**src/rtl/retire_stage_pkg.sv**
```systemverilog
// Shared types and width macros for the retire stage.
// Optional feature: define RETIRE_TRACE_EN to add the per-way retire_trace output.
`ifndef SUPERSCALAR_WAYS
`define SUPERSCALAR_WAYS 2
`endif
`ifndef N_ARCH_REGS
`define N_ARCH_REGS 32
`endif
`ifndef N_PHYS_REG_BITS
`define N_PHYS_REG_BITS 6
`endif
`ifndef XLEN
`define XLEN 32
`endif

package retire_stage_pkg;

    localparam int unsigned Ways      = `SUPERSCALAR_WAYS;
    localparam int unsigned NArchRegs = `N_ARCH_REGS;
    localparam int unsigned PhysW     = `N_PHYS_REG_BITS;
    localparam int unsigned Xlen      = `XLEN;
    localparam int unsigned ArchW     = $clog2(NArchRegs);

    typedef struct packed {
        logic             complete;
        logic             precise_state_enable;
        logic             halt;
        logic [Xlen-1:0]  target_pc;
        logic [Xlen-1:0]  NPC;
        logic [ArchW-1:0] ar_idx;
        logic [PhysW-1:0] t_idx;
        logic [PhysW-1:0] told_idx;
        logic [Xlen-1:0]  dest_value;
    } ROB_PACKET;

    typedef struct packed {
        logic             valid;
        logic [PhysW-1:0] pr_idx;
    } FREE_PACKET;

    typedef struct packed {
        logic             valid;
        logic [Xlen-1:0]  NPC;
        logic [ArchW-1:0] ar_idx;
        logic [Xlen-1:0]  dest_value;
    } RETIRE_TRACE_PACKET;

    typedef enum logic [1:0] {
        StRun,
        StFlush,
        StHalted
    } RETIRE_STATE;

endpackage

```
**src/rtl/retire_stage_if.sv**
```systemverilog
// Bundle of retire-stage signals; master is the retire stage, slave is the ROB/consumer side.
// retire_trace exists only when RETIRE_TRACE_EN is defined.
interface retire_stage_if;
    import retire_stage_pkg::*;

    ROB_PACKET  [Ways-1:0]                 rob_retire_in;
    FREE_PACKET [Ways-1:0]                 free_out;
    logic       [NArchRegs-1:0][PhysW-1:0] arch_map_out;
    logic                                  flush;
    logic       [Xlen-1:0]                 flush_pc;
    logic                                  halted;
    logic       [63:0]                     retire_cnt;
`ifdef RETIRE_TRACE_EN
    RETIRE_TRACE_PACKET [Ways-1:0]         retire_trace;
`endif

    modport master (
`ifdef RETIRE_TRACE_EN
        output retire_trace,
`endif
        input  rob_retire_in,
        output free_out,
        output arch_map_out,
        output flush,
        output flush_pc,
        output halted,
        output retire_cnt
    );

    modport slave (
`ifdef RETIRE_TRACE_EN
        input  retire_trace,
`endif
        output rob_retire_in,
        input  free_out,
        input  arch_map_out,
        input  flush,
        input  flush_pc,
        input  halted,
        input  retire_cnt
    );

endinterface

```
**src/rtl/retire_arch_map.sv**
```systemverilog
// Architectural map table with ordered per-way write ports; higher way index wins on conflict.
// Register 0 is hardwired to physical 0 and never written.
module retire_arch_map
    import retire_stage_pkg::*;
(
    input  logic                                 clk_i,
    input  logic                                 rst_i,
    input  logic [Ways-1:0]                      we_i,
    input  logic [Ways-1:0][ArchW-1:0]           waddr_i,
    input  logic [Ways-1:0][PhysW-1:0]           wdata_i,
    output logic [NArchRegs-1:0][PhysW-1:0]      map_o
);

    logic [NArchRegs-1:0][PhysW-1:0] map_q, map_d;

    always_comb begin
        map_d = map_q;
        for (int i = 0; i < Ways; i++) begin
            if (we_i[i] && (waddr_i[i] != '0)) begin
                map_d[waddr_i[i]] = wdata_i[i];
            end
        end
    end

    always_ff @(posedge clk_i) begin
        if (rst_i) begin
            for (int r = 0; r < NArchRegs; r++) begin
                map_q[r] <= PhysW'(r);
            end
        end else begin
            map_q <= map_d;
        end
    end

    assign map_o = map_q;

endmodule

```
**src/rtl/retire_stage.sv**
```systemverilog
// Retire stage: in-order retire selection, RUN/FLUSH/HALTED control, free-list return, counter.
// Define RETIRE_TRACE_EN to add the registered retire_trace output.
module retire_stage
    import retire_stage_pkg::*;
(
    input logic            clock,
    input logic            reset,
    retire_stage_if.master bus
);

    RETIRE_STATE                state_q, state_d;
    logic [Ways-1:0]            retire;
    logic                       blocked;
    logic                       halt_hit, flush_hit;
    logic [Xlen-1:0]            trigger_pc;
    logic [Xlen-1:0]            flush_pc_q, flush_pc_d;
    logic [63:0]                retire_cnt_q, retire_cnt_d;
    FREE_PACKET [Ways-1:0]      free_q, free_d;
    logic [Ways-1:0]            map_we;
    logic [Ways-1:0][ArchW-1:0] map_waddr;
    logic [Ways-1:0][PhysW-1:0] map_wdata;

    // A flush or halt at way j stops every younger way, whether or not way j itself completes.
    always_comb begin
        retire     = '0;
        blocked    = 1'b0;
        halt_hit   = 1'b0;
        flush_hit  = 1'b0;
        trigger_pc = '0;
        for (int i = 0; i < Ways; i++) begin
            retire[i] = bus.rob_retire_in[i].complete && (state_q == StRun) && !blocked;
            if (retire[i] && bus.rob_retire_in[i].halt) begin
                halt_hit = 1'b1;
            end else if (retire[i] && bus.rob_retire_in[i].precise_state_enable) begin
                flush_hit  = 1'b1;
                trigger_pc = bus.rob_retire_in[i].target_pc;
            end
            if (bus.rob_retire_in[i].precise_state_enable || bus.rob_retire_in[i].halt) begin
                blocked = 1'b1;
            end
        end
    end

    always_comb begin
        state_d = state_q;
        case (state_q)
            StRun: begin
                if (halt_hit) begin
                    state_d = StHalted;
                end else if (flush_hit) begin
                    state_d = StFlush;
                end
            end
            StFlush:  state_d = StRun;
            StHalted: state_d = StHalted;
            default:  state_d = StRun;
        endcase
    end

    always_comb begin
        flush_pc_d   = flush_hit ? trigger_pc : '0;
        retire_cnt_d = retire_cnt_q;
        free_d       = '0;
        map_we       = '0;
        map_waddr    = '0;
        map_wdata    = '0;
        for (int i = 0; i < Ways; i++) begin
            map_waddr[i] = bus.rob_retire_in[i].ar_idx;
            map_wdata[i] = bus.rob_retire_in[i].t_idx;
            if (retire[i]) begin
                retire_cnt_d = retire_cnt_d + 64'd1;
                if (bus.rob_retire_in[i].ar_idx != '0) begin
                    map_we[i]        = 1'b1;
                    free_d[i].valid  = 1'b1;
                    free_d[i].pr_idx = bus.rob_retire_in[i].told_idx;
                end
            end
        end
    end

    always_ff @(posedge clock) begin
        if (reset) begin
            state_q      <= StRun;
            flush_pc_q   <= '0;
            retire_cnt_q <= '0;
            free_q       <= '0;
        end else begin
            state_q      <= state_d;
            flush_pc_q   <= flush_pc_d;
            retire_cnt_q <= retire_cnt_d;
            free_q       <= free_d;
        end
    end

    retire_arch_map u_arch_map (
        .clk_i   (clock),
        .rst_i   (reset),
        .we_i    (map_we),
        .waddr_i (map_waddr),
        .wdata_i (map_wdata),
        .map_o   (bus.arch_map_out)
    );

`ifdef RETIRE_TRACE_EN
    RETIRE_TRACE_PACKET [Ways-1:0] trace_q, trace_d;

    always_comb begin
        trace_d = '0;
        for (int i = 0; i < Ways; i++) begin
            trace_d[i].valid      = retire[i];
            trace_d[i].NPC        = bus.rob_retire_in[i].NPC;
            trace_d[i].ar_idx     = bus.rob_retire_in[i].ar_idx;
            trace_d[i].dest_value = bus.rob_retire_in[i].dest_value;
        end
    end

    always_ff @(posedge clock) begin
        if (reset) begin
            trace_q <= '0;
        end else begin
            trace_q <= trace_d;
        end
    end

    assign bus.retire_trace = trace_q;
`else
    // Trace-only packet fields have no consumer in this build.
    logic unused_trace_fields;
    always_comb begin
        unused_trace_fields = 1'b0;
        for (int i = 0; i < Ways; i++) begin
            unused_trace_fields = unused_trace_fields ^
                (^{bus.rob_retire_in[i].NPC, bus.rob_retire_in[i].dest_value});
        end
    end
`endif

    assign bus.free_out   = free_q;
    assign bus.flush      = (state_q == StFlush);
    assign bus.flush_pc   = flush_pc_q;
    assign bus.halted     = (state_q == StHalted);
    assign bus.retire_cnt = retire_cnt_q;

endmodule

```
**src/flat_wrapper.sv**
```systemverilog
// flat-port wrapper written by rule: the top's interface ports become plain ports
module retire_stage_flat import retire_stage_pkg::*;
  (clock, reset, bus_rob_retire_in, bus_free_out, bus_arch_map_out, bus_flush, bus_flush_pc, bus_halted, bus_retire_cnt);
  retire_stage_if bus_i ();
  input logic clock;
  input logic reset;
  input wire logic [$bits(bus_i.rob_retire_in)-1:0] bus_rob_retire_in;
  output wire logic [$bits(bus_i.free_out)-1:0] bus_free_out;
  output wire logic [$bits(bus_i.arch_map_out)-1:0] bus_arch_map_out;
  output wire logic [$bits(bus_i.flush)-1:0] bus_flush;
  output wire logic [$bits(bus_i.flush_pc)-1:0] bus_flush_pc;
  output wire logic [$bits(bus_i.halted)-1:0] bus_halted;
  output wire logic [$bits(bus_i.retire_cnt)-1:0] bus_retire_cnt;
  assign bus_i.rob_retire_in = bus_rob_retire_in;
  assign bus_free_out = bus_i.free_out;
  assign bus_arch_map_out = bus_i.arch_map_out;
  assign bus_flush = bus_i.flush;
  assign bus_flush_pc = bus_i.flush_pc;
  assign bus_halted = bus_i.halted;
  assign bus_retire_cnt = bus_i.retire_cnt;
  retire_stage u_core (.clock(clock), .reset(reset), .bus(bus_i));
endmodule
```
**config.mk**
```make
export PLATFORM = sky130hd
export DESIGN_NAME = retire_stage_flat
export DESIGN_NICKNAME = d
export VERILOG_FILES = /design/src/rtl/retire_stage_pkg.sv /design/src/rtl/retire_stage_if.sv /design/src/rtl/retire_arch_map.sv /design/src/rtl/retire_stage.sv /design/src/flat_wrapper.sv
export SDC_FILE = /design/constraint.sdc
export NUM_CORES = 1
export LEC_CHECK = 0
export BUFFER_PORTS_ARGS = -buffer_cell sky130_fd_sc_hd__buf_2
export CORE_AREA = 4 4 204 206
export CTS_BUF_LIST = sky130_fd_sc_hd__clkbuf_2 sky130_fd_sc_hd__clkbuf_4 sky130_fd_sc_hd__clkbuf_8
export CTS_CLUSTER_DIAMETER = 200
export DETAILED_ROUTE_END_ITERATION = 12
export DIE_AREA = 0 0 208 210
export GPL_TIMING_DRIVEN = 0
export HOLD_SLACK_MARGIN = 0.1
export PLACE_DENSITY = 0.64
export SLEW_MARGIN = 20
export SYNTH_ARGS = -nofsm -noshare
export SYNTH_HDL_FRONTEND = slang
export SYNTH_SLANG_ARGS = --single-unit
```
**constraint.sdc**
```tcl
create_clock -name clock -period 5 [get_ports clock]
set_clock_uncertainty 0.05 [all_clocks]
set_input_delay 1.25 -clock clock [delete_from_list [all_inputs] [get_ports clock]]
set_output_delay 1.25 -clock clock [all_outputs]
set_load 0.02 [all_outputs]
```
==> summary.txt <==
Timing
  – # setup viols final: 0
  – Minimum clock period: 4700 ps
  – PnR worst setup slack: 296 ps
  – Slew HR: 21.4%
  – TNS Setup: 0 ps
  – Fin. Hold Viols: 0
  – Final Max Tran Viols: 0
  – Worst Max-Slew Pin Slew: 1180 ps
  – Final period util: 94.1%
  – Peak Freq: 213 MHz
  – Unrepaired setup endpoints after global routing: no

Power
  – Cell Pwr Density: 281 nW/µm²
  – Power share of the clock group: 46.5%
  – P_sw: 1.45 mW
  – Total design power: 5.42 mW
  – Logic pwr share: 7.9%
  – Part of the power in registers: 45.6%
  – Pleak: 8.07 nW
  – Sw frac: 26.9%
  – Peak VDD IR: 228 µV
  – P_int: 3.96 mW

Placement
  – Place WS: -930 ps
  – DP HPWL: 47400 µm
  – Final Wtd Congestion: 0.937
  – Placed Cells: 2828
  – Port Buf Inserts: 409

Worst setup path
  – Crit path buf inv count: 3
  – Slowest CP cell: nor4_2
  – Critical path required time: 5500 ps
  – Worst setup EP type: flop
  – CP top delay family: simple AND/OR/NAND/NOR gates
  – Worst reg2reg endpoint: u_core.bus.retire_cnt[56]
  – Crit-path max cell delay: 520 ps
  – CP Max Fanout: 9
  – CP cell instances: buf_2 > or3b_2 > clkbuf_1 > xnor2_1 > ha_1 > nand3b_1 > nor4_2 > nor4b_4 > nand4_1 > buf_4 > nor4_4 > nand4b_1 > mux2_1
  – Setup CP Type: input port to flop
  – Worst r2r path cells: 13
  – Worst reg-to-reg setup slack: 300 ps
  – Crit path launch type: input port
  – Critical Path AT: 5200 ps
  – Reg-to-reg startpoint: u_core.bus.retire_cnt[1]

Finish
  – Final net count: 2600
  – Area of the multi-input gates: 8680 µm²
  – Finished Layout Cells: 2931
  – Sequential Area: 6090 µm²
  – Layout cells sized above 1: 23.0%
  – Area growth from synthesis to layout: 25.9%
  – Util after Layout: 48.7%
  – Fillcell total: 3958

Synthesis
  – Syn_area_per_cell: 8.10 µm²
  – Cell count after synthesis: 1891
  – Post-synth top area share: 39.7%
  – Main synth FF type: dfxtp_1
  – Synth Net Count: 2127
  – Synth top area cells: dfxtp_1, mux2i_1, nand2_1
  – Synth cell types: 70
  – Ys Warns: 0
  – Post-Synthesis Cell Area: 15300 µm²
  – Post-synth EDFFs: 0
  – Asr flop ratio synth: 0%
  – Sequential fraction of the synthesis area: 39.7%
  – Area leader, netlist: dfxtp_1
  – Synth Register Bits: 304

Clock tree
  – Sink Count: 304
  – Clk buf depth: 3
  – Clock-pin slew of the registers on the worst-case setup and hold paths: 50 ps
  – H-tree Lvls: 2
  – TritonCTS clock tree: built
  – Clock latency on the worst-skew pair: 680 ps
  – Cts bufs inserted: 56
  – Root Buffer Master: clkbuf_8

Worst hold path
  – Min-delay src: u_core.u_arch_map.map_o[5]
  – HP Class: flop to flop
  – Hold Crit Endpoint: u_core.u_arch_map.map_o[5]
  – Worst Hold Path Cells: 1

Global routing
  – Global route overflow: 0
  – Initial antenna violation count: 14
  – Largest net degree at the start of global routing: 17
  – All-Layer GR Usage: 27.7%
  – First-pass GRT wire length: 94800 µm
  – Via count of the first global-routing pass: 15453

Die
  – Initial core utilization: 38.7%
  – Die H: 210 µm
  – Core footprint: 39600 µm²
  – Row count: 73
  – Die Span X: 208 µm
  – Die area: 43700 µm²
  – I/O Pins: 538

Routing
  – Vias: 16423
  – WL/cell: 22.0 µm
  – 1st-iter DRT viols: 1308
  – Final wirelength: 64400 µm
  – Final routed DRC violation total: 0
  – Drt pass-1 iters: 5
  – Vias per cell: 5.60
  – Post-route ant nets: 0

Run
  – Max-Cap Viols: 0

Outcome
  – Status: finished, final reports clean
==> stage by stage <==
| step | instance area, µm² | hold WS, ps |
|---|---|---|
| global route | 19300 | 427 |
| CTS | 19200 | 419 |
| finish | 19300 | 416 |
| floorplan | 15300 | 465 |
| detailed placement | 18100 | 410 |
| global placement | 18000 | 397 |
==> flip-flops by register name, indices dropped and copies added (netlist names) <==
register and count:
u_core.u_arch_map.map_o 192, u_core.bus.retire_cnt 64, u_core.state_q 2, u_core.bus.free_out 14, u_core.bus.flush_pc 32
==> metal layers <==
layer | vias up | GRT usage [%] | part of all wire [%]
met5 | - | 0 | 0.089
met4 | 8 | 10.1 | 4.0
met3 | 169 | 9.32 | 11
met2 | 852 | 45.8 | 46
met1 | 7760 | 33.8 | 39
li1 | 7634 | - | -
==> layout by cell type, fill, tap and decap left out, types with 33 or more instances in the layout <==
cell type,count
buf_2,418
nand2_1,312
dfxtp_1,304
nor2_1,217
mux2i_1,150
clkbuf_1,143
o21ai_0,97
nand3_1,97
a211oi_1,87
clkbuf_8,64
xor2_1,48
xnor2_1,47
nand4_1,37
nor4_1,33
==> cell families after synthesis <==
family	count (synthesis)	share of synthesized area, %
adders and majority gates	2	0.163
xor gates and xnor gates	95	5.43
DFF	304	39.7
AOI/OAI and AO/OA	295	13.0
muxes	155	10.2
and+or+nand+nor	881	27.5
buffers and inverters	159	3.96
==> cells in the mapped netlist (4+ instances only) <==
| master | n |
|---|---|
| and4_1 | 4 |
| and2_1 | 24 |
| nand2b_1 | 6 |
| nand3_1 | 97 |
| nand2_1 | 312 |
| xor2_1 | 48 |
| a211oi_1 | 87 |
| or2_2 | 6 |
| a21oi_1 | 20 |
| or3_1 | 13 |
| and3_1 | 21 |
| nor2b_1 | 17 |
| clkbuf_1 | 143 |
| nand4_1 | 37 |
| a31oi_1 | 5 |
| inv_1 | 5 |
| nor4_1 | 36 |
| nor3b_1 | 15 |
| a311oi_1 | 26 |
| nand3b_1 | 8 |
| buf_2 | 8 |
| dfxtp_1 | 304 |
| or4_1 | 8 |
| a22oi_1 | 23 |
| mux2i_1 | 150 |
| nor3_1 | 31 |
| nor2_1 | 218 |
| xnor2_1 | 47 |
| o21ai_0 | 97 |
| a31o_2 | 4 |
==> worst max path at each step <==
stage	slack, ps	startpoint	end	depth (start not counted)
4_1_cts	40	bus_rob_retire_in[115]	u_core.bus.retire_cnt[56]	12
3_3_place_gp	-880	bus_rob_retire_in[115]	u_core.bus.retire_cnt[56]	12
5_1_grt	60	bus_rob_retire_in[115]	u_core.bus.retire_cnt[61]	14
2_1_floorplan	370	bus_rob_retire_in[115]	u_core.bus.retire_cnt[56]	11
6_report	300	bus_rob_retire_in[115]	u_core.bus.retire_cnt[56]	13
3_5_place_dp	-930	bus_rob_retire_in[115]	u_core.bus.retire_cnt[56]	12
==> layout make-up <==
class,instances,area share [%]
buffer,154,3.05
antenna,6,0.0779
tap,525,3.41
multi-input combinational,1428,45.0
timing repair buffer,415,10.8
inverter,5,0.0973
clock inverter,14,0.772
sequential,304,31.6
clock buffer,80,5.19
==> power by group through the flow <==
stage,combinational [mW],clock [mW],sequential (mW)
final,0.428,2.52,2.47
after global routing,0.451,2.67,2.47
after CTS,0.420,2.56,2.47
after detailed placement,0.419,0,2.52
after global placement,0.413,0,2.52
after floorplan,0.181,0,2.55
==> timing repair <==
item | CTS | global route
resized for setup | 1 | 4
buffers inserted | 0 | 3
setup endpoints to repair | 11 | 31
hold endpoints to repair | 0 | 0
pin swaps | 0 | 2
hold buffers | 0 | 0
Note: power is estimated with default switching activity, not from simulation.
